===== src/rtl/pc_unit.sv =====
// pc_unit: PC register, incrementer and next-PC select with stall-latched branch redirect.
// Define PC_RAS_EN to build the circular return-address stack used by Jump&Return.
module pc_unit #(
  parameter int                  PC_WIDTH     = 32,
  parameter int                  PC_STEP      = 1,
  parameter logic [PC_WIDTH-1:0] RESET_VECTOR = '0,
  parameter int                  RAS_DEPTH    = 4
) (
  input  logic                Clk,
  input  logic                Reset,
  input  logic                Stall,
  input  logic                BranchTaken,
  input  logic [PC_WIDTH-1:0] BranchTarget,
  input  logic                Jump,
  input  logic [PC_WIDTH-1:0] JumpTarget,
  input  logic                Call,
  input  logic                Return,
  output logic [PC_WIDTH-1:0] PC,
  output logic [PC_WIDTH-1:0] PCAddResult,
  output logic                RedirectPending,
  output logic                RasEmpty,
  output logic                RasFull
);

  logic [PC_WIDTH-1:0] pc_q, pc_d;
  logic [PC_WIDTH-1:0] pend_tgt_q, pend_tgt_d;
  logic                pend_vld_q, pend_vld_d;
  logic                jump_sel;
  logic [PC_WIDTH-1:0] jump_pc;

  assign PC              = pc_q;
  assign PCAddResult     = pc_q + PC_WIDTH'(PC_STEP);
  assign RedirectPending = pend_vld_q;

  // A live branch beats a pending one; ID controls are ignored while stalled.
  always_comb begin
    pc_d       = pc_q;
    pend_vld_d = pend_vld_q;
    pend_tgt_d = pend_tgt_q;
    jump_sel   = 1'b0;
    if (Stall) begin
      if (BranchTaken) begin
        pend_vld_d = 1'b1;
        pend_tgt_d = BranchTarget;
      end
    end else if (BranchTaken) begin
      pc_d       = BranchTarget;
      pend_vld_d = 1'b0;
    end else if (pend_vld_q) begin
      pc_d       = pend_tgt_q;
      pend_vld_d = 1'b0;
    end else if (Jump) begin
      pc_d     = jump_pc;
      jump_sel = 1'b1;
    end else begin
      pc_d = PCAddResult;
    end
  end

  always_ff @(posedge Clk or posedge Reset) begin
    if (Reset) begin
      pc_q       <= RESET_VECTOR;
      pend_vld_q <= 1'b0;
      pend_tgt_q <= '0;
    end else begin
      pc_q       <= pc_d;
      pend_vld_q <= pend_vld_d;
      pend_tgt_q <= pend_tgt_d;
    end
  end

`ifdef PC_RAS_EN
  localparam int SPW = $clog2(RAS_DEPTH);
  localparam int CW  = SPW + 1;

  logic [PC_WIDTH-1:0] ras_q [RAS_DEPTH];
  logic [SPW-1:0]      sp_q, sp_d, sp_pop;
  logic [CW-1:0]       cnt_q, cnt_d, cnt_pop;
  logic                ras_push, ras_pop;
  logic [PC_WIDTH-1:0] ras_top;

  // sp_q points at the next free slot; when full that slot holds the oldest entry.
  assign ras_top  = ras_q[sp_q - SPW'(1)];
  assign RasEmpty = (cnt_q == '0);
  assign RasFull  = (cnt_q == CW'(RAS_DEPTH));
  assign jump_pc  = (Return && !RasEmpty) ? ras_top : JumpTarget;
  assign ras_pop  = jump_sel & Return;
  assign ras_push = jump_sel & Call;

  always_comb begin
    sp_pop  = sp_q;
    cnt_pop = cnt_q;
    if (ras_pop && !RasEmpty) begin
      sp_pop  = sp_q - SPW'(1);
      cnt_pop = cnt_q - CW'(1);
    end
    sp_d  = sp_pop;
    cnt_d = cnt_pop;
    if (ras_push) begin
      sp_d = sp_pop + SPW'(1);
      if (cnt_pop != CW'(RAS_DEPTH)) cnt_d = cnt_pop + CW'(1);
    end
  end

  always_ff @(posedge Clk or posedge Reset) begin
    if (Reset) begin
      sp_q  <= '0;
      cnt_q <= '0;
    end else begin
      sp_q  <= sp_d;
      cnt_q <= cnt_d;
    end
  end

  always_ff @(posedge Clk) begin
    if (ras_push) ras_q[sp_pop] <= PCAddResult;
  end
`else
  logic ras_unused;

  assign jump_pc    = JumpTarget;
  assign RasEmpty   = 1'b1;
  assign RasFull    = 1'b0;
  assign ras_unused = Call & Return & jump_sel & (RAS_DEPTH >= 2);
`endif

endmodule


===== config.mk =====
export PLATFORM = sky130hd
export DESIGN_NAME = pc_unit
export DESIGN_NICKNAME = d
export VERILOG_FILES = /design/src/rtl/pc_unit.sv
export SDC_FILE = /design/constraint.sdc
export NUM_CORES = 1
export LEC_CHECK = 0
export ABC_AREA = 1
export CAP_MARGIN = 20
export CORE_MARGIN = 1
export CORE_UTILIZATION = 40
export CTS_CLUSTER_SIZE = 14
export DETAILED_ROUTE_END_ITERATION = 6
export HOLD_SLACK_MARGIN = 0.05
export PLACE_DENSITY = 0.74
export SYNTH_ARGS = -nofsm -noshare
export SYNTH_HDL_FRONTEND = slang
export SYNTH_SLANG_ARGS = --single-unit

===== constraint.sdc =====
create_clock -name Clk -period 2.2 [get_ports Clk]
set_clock_uncertainty 0.2 [all_clocks]
set_input_delay 0.44 -clock Clk [delete_from_list [all_inputs] [get_ports Clk]]
set_output_delay 0.44 -clock Clk [all_outputs]
set_load 0.05 [all_outputs]

## Yosys cells after proc, flatten, opt, wreduce, memory -nomap -nowiden

Cells that the tools add are included.

- Register bits after elaboration: 65
- Bits of input ports: 71
- Output and inout bits: 67
- Logic and storage cells: 11

- $add $sub $neg: 1
- Eq/ne operators: 1
- Muxes and demuxes: 5
- Reductions and logical operators: 1

Operator list:

| operator | number |
|---|---|
| 32-bit 2-to-1 mux | 3 |
| 32-bit by 1-bit adder with 32-bit output, second input constant | 1 |
| 1-bit 2-to-1 mux | 2 |
| 2-bit by 1-bit != test with 1-bit output, second input constant | 1 |
| 2-bit AND reduction | 1 |

## Depth between registers and ports, before layout

Gate-level depths: netlist of run 1.

- Depth in word-level cells: 4
- Mapped depth: 12
- Depth with buffers taken out: 12

## Worst setup path before layout of run 1

OpenSTA, ideal clock, no wires.

- Path kind: flip-flop to output port
- Start: register pc_q[0], in the netlist PC[0]
- End: output PCAddResult[7]
- Arrival: 2.315 ns
- Required time: 1.560 ns
- Setup slack: -0.755 ns
- Stages on the path, launching flop included: 5
- Path buffers: 0
- Path through: dfrtp_1 -> inv_1 -> nor2_2 -> nand2_4 -> xnor2_1

- Word-level cells in the longest chain between the ends: 1

Ends and longest elaborated chain:

| what | RTL line | text |
|---|---|---|
| start: declaration | 25 | `logic [PC_WIDTH-1:0] pc_q, pc_d;` |
| start signal: assignment | 66 | `pc_q <= pc_d;` |
| 32-bit by 1-bit adder with 32-bit output | 32 | `assign PCAddResult = pc_q + PC_WIDTH'(PC_STEP);` |
| end: declaration | 19 | `output logic [PC_WIDTH-1:0] PCAddResult,` |

No other way between the ends.

## Worst setup path after layout of run 1

- Start: register pc_q[0], in the netlist PC[0]
- End: output PCAddResult[20]

Same word-level chain as after synthesis.

==> results of run 1 <==
## cell families after synthesis
group / Yosys count / synth area share
multiplexers: 5 / 0.0125
XOR/XNOR: 9 / 0.0209
buffers and inverters: 100 / 0.0992
flip-flops: 65 / 0.362
other: 2 / 0.00167
AO/OA/AOI/OAI: 124 / 0.140
adder cells (fa/ha/maj): 1 / 0.00279
AND/OR/NAND/NOR: 394 / 0.361
## cells in the final DEF (no fill, tap or decap), types with 2 or more instances in the layout
cell type / netlist / layout
sky130_fd_sc_hd__nor2_2: 3 / 9
sky130_fd_sc_hd__nand2_4: 2 / 19
sky130_fd_sc_hd__mux2_2: 5 / 5
sky130_fd_sc_hd__clkdlybuf4s50_1: 0 / 66
sky130_fd_sc_hd__clkbuf_1: 26 / 6
sky130_fd_sc_hd__nand3_1: 30 / 21
sky130_fd_sc_hd__a21oi_1: 60 / 60
sky130_fd_sc_hd__xnor2_2: 0 / 2
sky130_fd_sc_hd__buf_2: 3 / 2
sky130_fd_sc_hd__nand2_2: 2 / 31
sky130_fd_sc_hd__nand3_2: 0 / 9
sky130_fd_sc_hd__nor2_1: 86 / 77
sky130_fd_sc_hd__buf_4: 2 / 71
sky130_fd_sc_hd__dfrtp_1: 65 / 44
sky130_fd_sc_hd__xnor2_4: 0 / 3
sky130_fd_sc_hd__o21ai_0: 58 / 53
sky130_fd_sc_hd__buf_12: 0 / 36
sky130_fd_sc_hd__xor2_2: 2 / 4
sky130_fd_sc_hd__clkbuf_8: 3 / 9
sky130_fd_sc_hd__nor2_4: 6 / 9
sky130_fd_sc_hd__nand3b_1: 4 / 4
sky130_fd_sc_hd__nand2_1: 260 / 214
sky130_fd_sc_hd__inv_1: 64 / 59
sky130_fd_sc_hd__o21ai_1: 3 / 7
sky130_fd_sc_hd__dfrtp_2: 0 / 21
sky130_fd_sc_hd__inv_2: 0 / 4
sky130_fd_sc_hd__conb_1: 2 / 2
## worst register-to-register path, stage by stage, from the launching register on
cell and delay (ps):
sky130_fd_sc_hd__dfrtp_2 400, sky130_fd_sc_hd__ha_4 160, sky130_fd_sc_hd__nand2_4 60, sky130_fd_sc_hd__nor2_4 180, sky130_fd_sc_hd__nand2_4 140, sky130_fd_sc_hd__nor2_8 160
sky130_fd_sc_hd__nand2_2 80, sky130_fd_sc_hd__nand2_2 90, sky130_fd_sc_hd__buf_4 110, sky130_fd_sc_hd__buf_4 90, sky130_fd_sc_hd__nand3_2 90, sky130_fd_sc_hd__nand2_1 80
sky130_fd_sc_hd__nand2_1 50, sky130_fd_sc_hd__nand2_1 60, sky130_fd_sc_hd__nand2_1 50
## cells in the mapped netlist
master                      instances
sky130_fd_sc_hd__clkinv_1           1
sky130_fd_sc_hd__clkbuf_1          26
sky130_fd_sc_hd__nand2_2            2
sky130_fd_sc_hd__inv_1             64
sky130_fd_sc_hd__mux2_2             5
sky130_fd_sc_hd__a21oi_1           60
sky130_fd_sc_hd__ha_1               1
sky130_fd_sc_hd__nor2_4             6
sky130_fd_sc_hd__o21ai_1            3
sky130_fd_sc_hd__nor2_1            86
sky130_fd_sc_hd__a221oi_1           1
sky130_fd_sc_hd__xor2_1             2
sky130_fd_sc_hd__dfrtp_1           65
sky130_fd_sc_hd__nand2_4            2
sky130_fd_sc_hd__a22oi_1            1
sky130_fd_sc_hd__nor2_8             1
sky130_fd_sc_hd__nor2_2             3
sky130_fd_sc_hd__conb_1             2
sky130_fd_sc_hd__a31oi_1            1
sky130_fd_sc_hd__nand2_1          260
sky130_fd_sc_hd__o21ai_0           58
sky130_fd_sc_hd__nand3_1           30
sky130_fd_sc_hd__buf_4              2
sky130_fd_sc_hd__clkbuf_8           3
sky130_fd_sc_hd__bufbuf_16          1
sky130_fd_sc_hd__nand3b_1           4
sky130_fd_sc_hd__xnor2_1            5
sky130_fd_sc_hd__buf_2              3
sky130_fd_sc_hd__xor2_2             2
## flip-flops by register name, summed over array words and instances (netlist names)
signal	cells
pend_tgt_q	32
RedirectPending	1
PC	32
## where the power goes
part           internal, mW  switching [mW]
clock network         0.411           0.455
logic                 0.875            1.25
registers              1.35           0.178
## metrics by stage
| stage | hold slack (ps) | instance area, um2 |
|---|---|---|
| final | 285 | 6980 |
| after global routing | 326 | 6980 |
| after CTS | 289 | 6810 |
| after detailed placement | 273 | 6410 |
| after global placement | 266 | 6410 |
| after floorplan | 253 | 4660 |
## metal layers
| metal | part of all wire | vias to the layer above | track usage |
|---|---|---|---|
| li1 | - | 2496 | - |
| met1 | 0.42 | 2482 | 0.363 |
| met2 | 0.49 | 222 | 0.435 |
| met3 | 0.075 | 27 | 0.0482 |
| met4 | 0.020 | 0 | 0.105 |
| met5 | 0 | - | 0 |
## timing repair
action,4_1_cts,5_1_grt
endpoints found under the setup margin,29,30
pin swaps,23,28
gates resized for setup,41,40
setup buffers,13,10
## final cells by class
type,instances,area share
clock buffers,15,0.0210
clock inverters,1,0.000717
inverters,65,0.0355
multi-input cells,535,0.403
flip-flops and latches,65,0.237
well taps,140,0.0251
repair buffers,177,0.278
## path summary, 6_finish.rpt
path,startpoint,end,slack (ps),cells after the start
setup reg to reg,PC[0],PC[26],90,14
max in group asynchronous,Reset,PC[21],1120,3
hold reg to reg,pend_tgt_q[30],pend_tgt_q[30],280,2
hold / removal,pend_tgt_q[30],pend_tgt_q[30],280,2
setup / recovery,PC[0],PCAddResult[20],-320,8
min in group asynchronous,Reset,pend_tgt_q[4],350,3
==> run summary, run 1 <==
RUN STATUS
----------------------------------------------------------------------------------------------------
Outcome                                                                                 complete, but fails checks
Violations in the final reports                                                         setup timing

CLOCK NETWORK
----------------------------------------------------------------------------------------------------
CTS tree                                                                                        done
Total of hold buffers inserted after clock tree synthesis                                          0
Maximum buffer depth of the clock tree                                                             2
Clock Root Buffer                                                                       sky130_fd_sc_hd__clkbuf_8
Clock insertion delay at the later pin of the skew report                                     340 ps
Clk sinks                                                                                         65
Clock-pin slew reported for the worst setup and hold paths after clock tree synthesis          80 ps
Inserted Clock Buffers                                                                             9
Maximum level of the CTS H-tree                                                                    3

SETUP PATH
----------------------------------------------------------------------------------------------------
Crit path max-delay family                                                              simple AND/OR/NAND/NOR gates
Worst-path maximum fanout                                                                          6
Critical path's slowest cell                                                            sky130_fd_sc_hd__dfrtp_2
CP required                                                                                  1560 ps
Bufs and invs on worst path                                                                        1
Kind of critical path                                                                     reg -> out
Most repeated library cell on the critical path                                         sky130_fd_sc_hd__nand2_4
Startpoint type of the worst setup path                                                         flop
Worst path cell trace                                                                   ha_4 > nand2_4 > nor2_4 > nand2_4 > nor2_4 > nand3_2 > nand2_4 > buf_12
Worst Path Arrival                                                                           1880 ps
Stage delay of the slowest cell on the critical path                                          400 ps
Type of element capturing the critical path                                              output port

CELLS AND AREA
----------------------------------------------------------------------------------------------------
Sequential Area                                                                             1650 um2
Count of non-filler cells in the finished layout                                                 998
Final net count                                                                                  925
ANT cells                                                                                          0
Area Growth Syn to Fin                                                                         55.5%
Fraction of final layout cells sized beyond drive strength 1                                   0.280
Area used by multi-input combinational logic                                                2810 um2
Final Core Density                                                                             0.641
Fill cell total of the finished layout                                                           892

RUN
----------------------------------------------------------------------------------------------------
Max-cap violations                                                                                 0

PWR
----------------------------------------------------------------------------------------------------
Max VDD drop                                                                              0.000391 V
Design Power                                                                                 4.52 mW
Static Leak                                                                                  3.34 nW
PD cells                                                                                  648 nW/um2

FLOORPLANNING
----------------------------------------------------------------------------------------------------
Starting density of the core                                                                   0.412
Number of placement rows                                                                          38
CORE AREA                                                                                  10900 um2
Die width                                                                                     108 um
Die Footprint                                                                              11700 um2
Number of placed I/O pins                                                                        138
Chip height                                                                                   108 um

GLOBAL ROUTING
----------------------------------------------------------------------------------------------------
Total global routing overflow                                                                      0
Wire length of the first global-routing pass                                                 24.4 mm
Number of antenna violations at the first check in global routing                                  0
Number of global-route vias before repair                                                       5034
Pin count of the biggest net entering global routing                                              66
GRT Total Usage                                                                                0.271

ROUTING
----------------------------------------------------------------------------------------------------
Mean routed wirelength per cell                                                              15.6 um
Total iterations of the first detailed-routing run                                                 5
Final wirelength                                                                             15.6 mm
DRC violation total after the first TritonRoute iteration                                        371
DR vias/cell                                                                                    5.24
Vias                                                                                            5227
Antenna-violating nets left                                                                        0
DRC Markers                                                                                        0

STA
----------------------------------------------------------------------------------------------------
Fin worst setup slack                                                                        -322 ps
Number of endpoints failing setup at the final stage                                              28
Highest Clock Rate                                                                           396 MHz
Fraction of the cycle the final worst path needs                                                1.15
Final critical delay including setup and external delays                                     2520 ps
Setup Total Neg Slack                                                                       -6460 ps
Count of endpoints failing hold in the final timing report                                         0
Final number of max-transition violations                                                          0
Unrepaired setup endpoints after global routing                                                  yes

PLACE
----------------------------------------------------------------------------------------------------
Post-placement setup slack                                                                   4.70 ps
HPWL after detailed placement                                                                10.9 mm
Final GP Congestion                                                                            0.889
Post-Place Cells                                                                                 960
Buffers added on ports                                                                           133

YOSYS
----------------------------------------------------------------------------------------------------
Ys Warns                                                                                           0
Post-Syn Nets                                                                                    772
Synth area leader                                                                       sky130_fd_sc_hd__dfrtp_1
Number of synthesized register bits                                                               65
Mean cell area of the mapped netlist                                                        6.42 um2
Number of cells produced by synthesis                                                            700
Share of the synthesized area in the top cell type                                             0.362
Sequential share of the synthesized area                                                       0.362
Mapped Area                                                                                 4490 um2
Count of cell types in the netlist                                                                29
Synth top area cells                                                                    sky130_fd_sc_hd__dfrtp_1 (36%), sky130_fd_sc_hd__nand2_1 (22%), sky130_fd_sc_hd__nor2_1 (7.2%)

HOLD PATH
----------------------------------------------------------------------------------------------------
Path class of the lowest-slack min-delay path                                             reg -> reg

Note: power is estimated with default switching activity, not from simulation.
==> inputs of run 2 (changes only) <==
- CORE_UTILIZATION: 40 -> 41
- PLACE_DENSITY: 0.74 -> 0.75
==> run summary, run 2 (synthesized netlist as in run 1, its figures left out) <==
CLOCK NETWORK
----------------------------------------------------------------------------------------------------
Clk sinks                                                                                         65   unchanged
Clock insertion delay at the later pin of the skew report                                     350 ps   about the same
Clock-pin slew reported for the worst setup and hold paths after clock tree synthesis          60 ps   -20 ps
CTS tree                                                                                        done
Total of hold buffers inserted after clock tree synthesis                                          0   unchanged
Maximum buffer depth of the clock tree                                                             2   unchanged
Clock Root Buffer                                                                       sky130_fd_sc_hd__clkbuf_8
Maximum level of the CTS H-tree                                                                    3   unchanged
Inserted Clock Buffers                                                                             9   unchanged

FLOORPLANNING
----------------------------------------------------------------------------------------------------
Starting density of the core                                                                   0.429   +0.0168
Die Footprint                                                                              11400 um2   -2.4%
Die width                                                                                     107 um   -1.2%
CORE AREA                                                                                  10500 um2   -3.9%
Number of placement rows                                                                          37   -2.6%
Number of placed I/O pins                                                                        138   unchanged
Chip height                                                                                   107 um   -1.2%

CELLS AND AREA
----------------------------------------------------------------------------------------------------
Final net count                                                                                  950   +2.7%
ANT cells                                                                                          0   unchanged
Fraction of final layout cells sized beyond drive strength 1                                   0.320   +0.0408
Area Growth Syn to Fin                                                                         61.5%
Count of non-filler cells in the finished layout                                                1019   +2.1%
Most common cell after layout, fill and taps aside                                      sky130_fd_sc_hd__nand2_1
Final Core Density                                                                             0.693   +0.0519
Most frequent cells in the layout                                                       sky130_fd_sc_hd__nand2_1 (206), sky130_fd_sc_hd__buf_4 (93), sky130_fd_sc_hd__nor2_1 (76), sky130_fd_sc_hd__clkdlybuf4s50_1 (66)
Fill cell total of the finished layout                                                           812   -9.0%
Final instance area                                                                         7250 um2   +3.9%

STA
----------------------------------------------------------------------------------------------------
Number of endpoints failing setup at the final stage                                              27   -3.6%
Highest Clock Rate                                                                           398 MHz   +0.44%
Fin worst setup slack                                                                        -311 ps   +11.2 ps
Fraction of the cycle the final worst path needs                                                1.14   -0.00507
Final critical delay including setup and external delays                                     2510 ps   -11.2 ps
Setup Total Neg Slack                                                                       -6280 ps   +187 ps
Final number of max-transition violations                                                          0   unchanged
Unrepaired setup endpoints after global routing                                                  yes
Count of endpoints failing hold in the final timing report                                         0   unchanged

ROUTING
----------------------------------------------------------------------------------------------------
DR vias/cell                                                                                    5.27   +0.58%
Antenna-violating nets left                                                                        0   unchanged
Total iterations of the first detailed-routing run                                                 5   unchanged
DRC violation total after the first TritonRoute iteration                                        438   +18%
Final wirelength                                                                             16.3 mm   +4.6%
Vias                                                                                            5368   +2.7%
Mean routed wirelength per cell                                                              16.0 um   +2.4%
DRC Markers                                                                                        0   unchanged

HOLD PATH
----------------------------------------------------------------------------------------------------
End point of the worst hold path                                                        RedirectPending
Path class of the lowest-slack min-delay path                                              in -> reg
Min-Delay Startpoint                                                                     BranchTaken
Hold Path Depth                                                                                    3   +1

SETUP PATH
----------------------------------------------------------------------------------------------------
Worst-path maximum fanout                                                                          6   unchanged
Register-to-register path setup slack                                                          70 ps   -20 ps
Worst-case reg-to-reg path depth                                                                  12   -2
Startpoint type of the worst setup path                                                         flop
Worst Path Arrival                                                                           1870 ps   about the same
Reg-to-reg critical path endpoint                                                             PC[28]
Kind of critical path                                                                     reg -> out
Type of element capturing the critical path                                              output port
CP required                                                                                  1560 ps   about the same
Start of the worst register-to-register path                                                  PC[17]

PWR
----------------------------------------------------------------------------------------------------
Max VDD drop                                                                              0.000399 V   +1.8%
Static Leak                                                                                  3.48 nW   +4.3%
PD cells                                                                                  658 nW/um2   +1.5%

RUN STATUS
----------------------------------------------------------------------------------------------------
Violations in the final reports                                                         setup timing
Outcome                                                                                 complete, but fails checks

GLOBAL ROUTING
----------------------------------------------------------------------------------------------------
Wire length of the first global-routing pass                                                 24.9 mm   +1.9%
Total global routing overflow                                                                      0   unchanged
Number of antenna violations at the first check in global routing                                  0   unchanged
Number of global-route vias before repair                                                       5100   +1.3%
Pin count of the biggest net entering global routing                                              66   unchanged
GRT Total Usage                                                                                0.280   +0.00915

RUN
----------------------------------------------------------------------------------------------------
Max-cap violations                                                                                 0   unchanged

PLACE
----------------------------------------------------------------------------------------------------
Post-placement setup slack                                                                   12.2 ps   +7.53 ps
Final GP Congestion                                                                            0.883   -0.76%
Dpl cell area                                                                               6390 um2   -0.31%
Buffers added on ports                                                                           133   unchanged
HPWL after detailed placement                                                                10.9 mm   about the same
Post-Place Cells                                                                                 956   -0.42%

run 2: cell count changes in the layout (fill, tap and decap cells not counted), sizes merged:
cell	change
buf	+26
bufinv	+1
clkbuf	-2
clkinv	+1
dlygate4sd2	-1
run 2: layout make-up:
class | count | area, um2 | share of cell area
inverter | 65 | 248 | 0.0342
tap | 136 | 170 | 0.0235
multi-input combinational | 535 | 2860 | 0.394
clock buffer | 13 | 149 | 0.0205
clock inverter | 3 | 40.0 | 0.00552
timing repair buffer | 202 | 2140 | 0.295
sequential | 65 | 1650 | 0.228
run 2: timing repair:
item / CTS / global route
setup buffers: 17 / 30
pin swaps: 21 / 35
gates resized for setup: 36 / 63
setup endpoints to repair: 27 / 29
cloned: 0 / 0
run 2: critical path: stages (launching register included):
cell	delay (ps)
sky130_fd_sc_hd__dfrtp_2	400
sky130_fd_sc_hd__ha_4	160
sky130_fd_sc_hd__nand2_4	50
sky130_fd_sc_hd__nor2_4	160
sky130_fd_sc_hd__nand2_4	150
sky130_fd_sc_hd__nor2_4	220
sky130_fd_sc_hd__nand2_1	90
sky130_fd_sc_hd__nand2_2	90
sky130_fd_sc_hd__nand2_4	60
sky130_fd_sc_hd__buf_12	140
run 2: how the worst max path moves through the flow:
stage	from	end	slack, ps	depth (start not counted)
floorplan	PC[0]	PCAddResult[5]	-190	4
detailed placement	PC[0]	PCAddResult[20]	10	9
CTS	PC[1]	PCAddResult[30]	-270	9
global route	PC[1]	PCAddResult[20]	-360	8
finish	PC[1]	PCAddResult[20]	-310	9
global placement	PC[0]	PCAddResult[20]	70	9
run 2: per-stage QoR:
step,total power [mW],hold slack [ps]
after floorplan,2.65,253
after global placement,3.48,266
after detailed placement,3.52,273
after CTS,4.61,198
after global routing,4.96,247
final,4.77,204
run 2: report_power, final:
part / switching, mW / internal [mW] / total (mW) / leakage [nW]
Sequential: 0.169 / 1.36 / 1.52 / 0.766
Clock: 0.470 / 0.553 / 1.02 / 0.0974
Combinational: 1.29 / 0.931 / 2.22 / 2.62
Total: 1.93 / 2.84 / 4.77 / 3.48
run 2: routing by layer:
| layer | track usage | routed length (um) | vias up |
|---|---|---|---|
| met5 | 0 | 0 | - |
| met4 | 0.111 | 399 | 0 |
| li1 | - | - | 2537 |
| met3 | 0.0456 | 1400 | 46 |
| met1 | 0.388 | 6840 | 2517 |
| met2 | 0.437 | 7640 | 268 |
==> inputs of run 3 (changes only) <==
- HOLD_SLACK_MARGIN: 0.05 -> 0.12
==> results of run 3 <==
No change in the layout: final DEF, timing and power equal those of run 2.
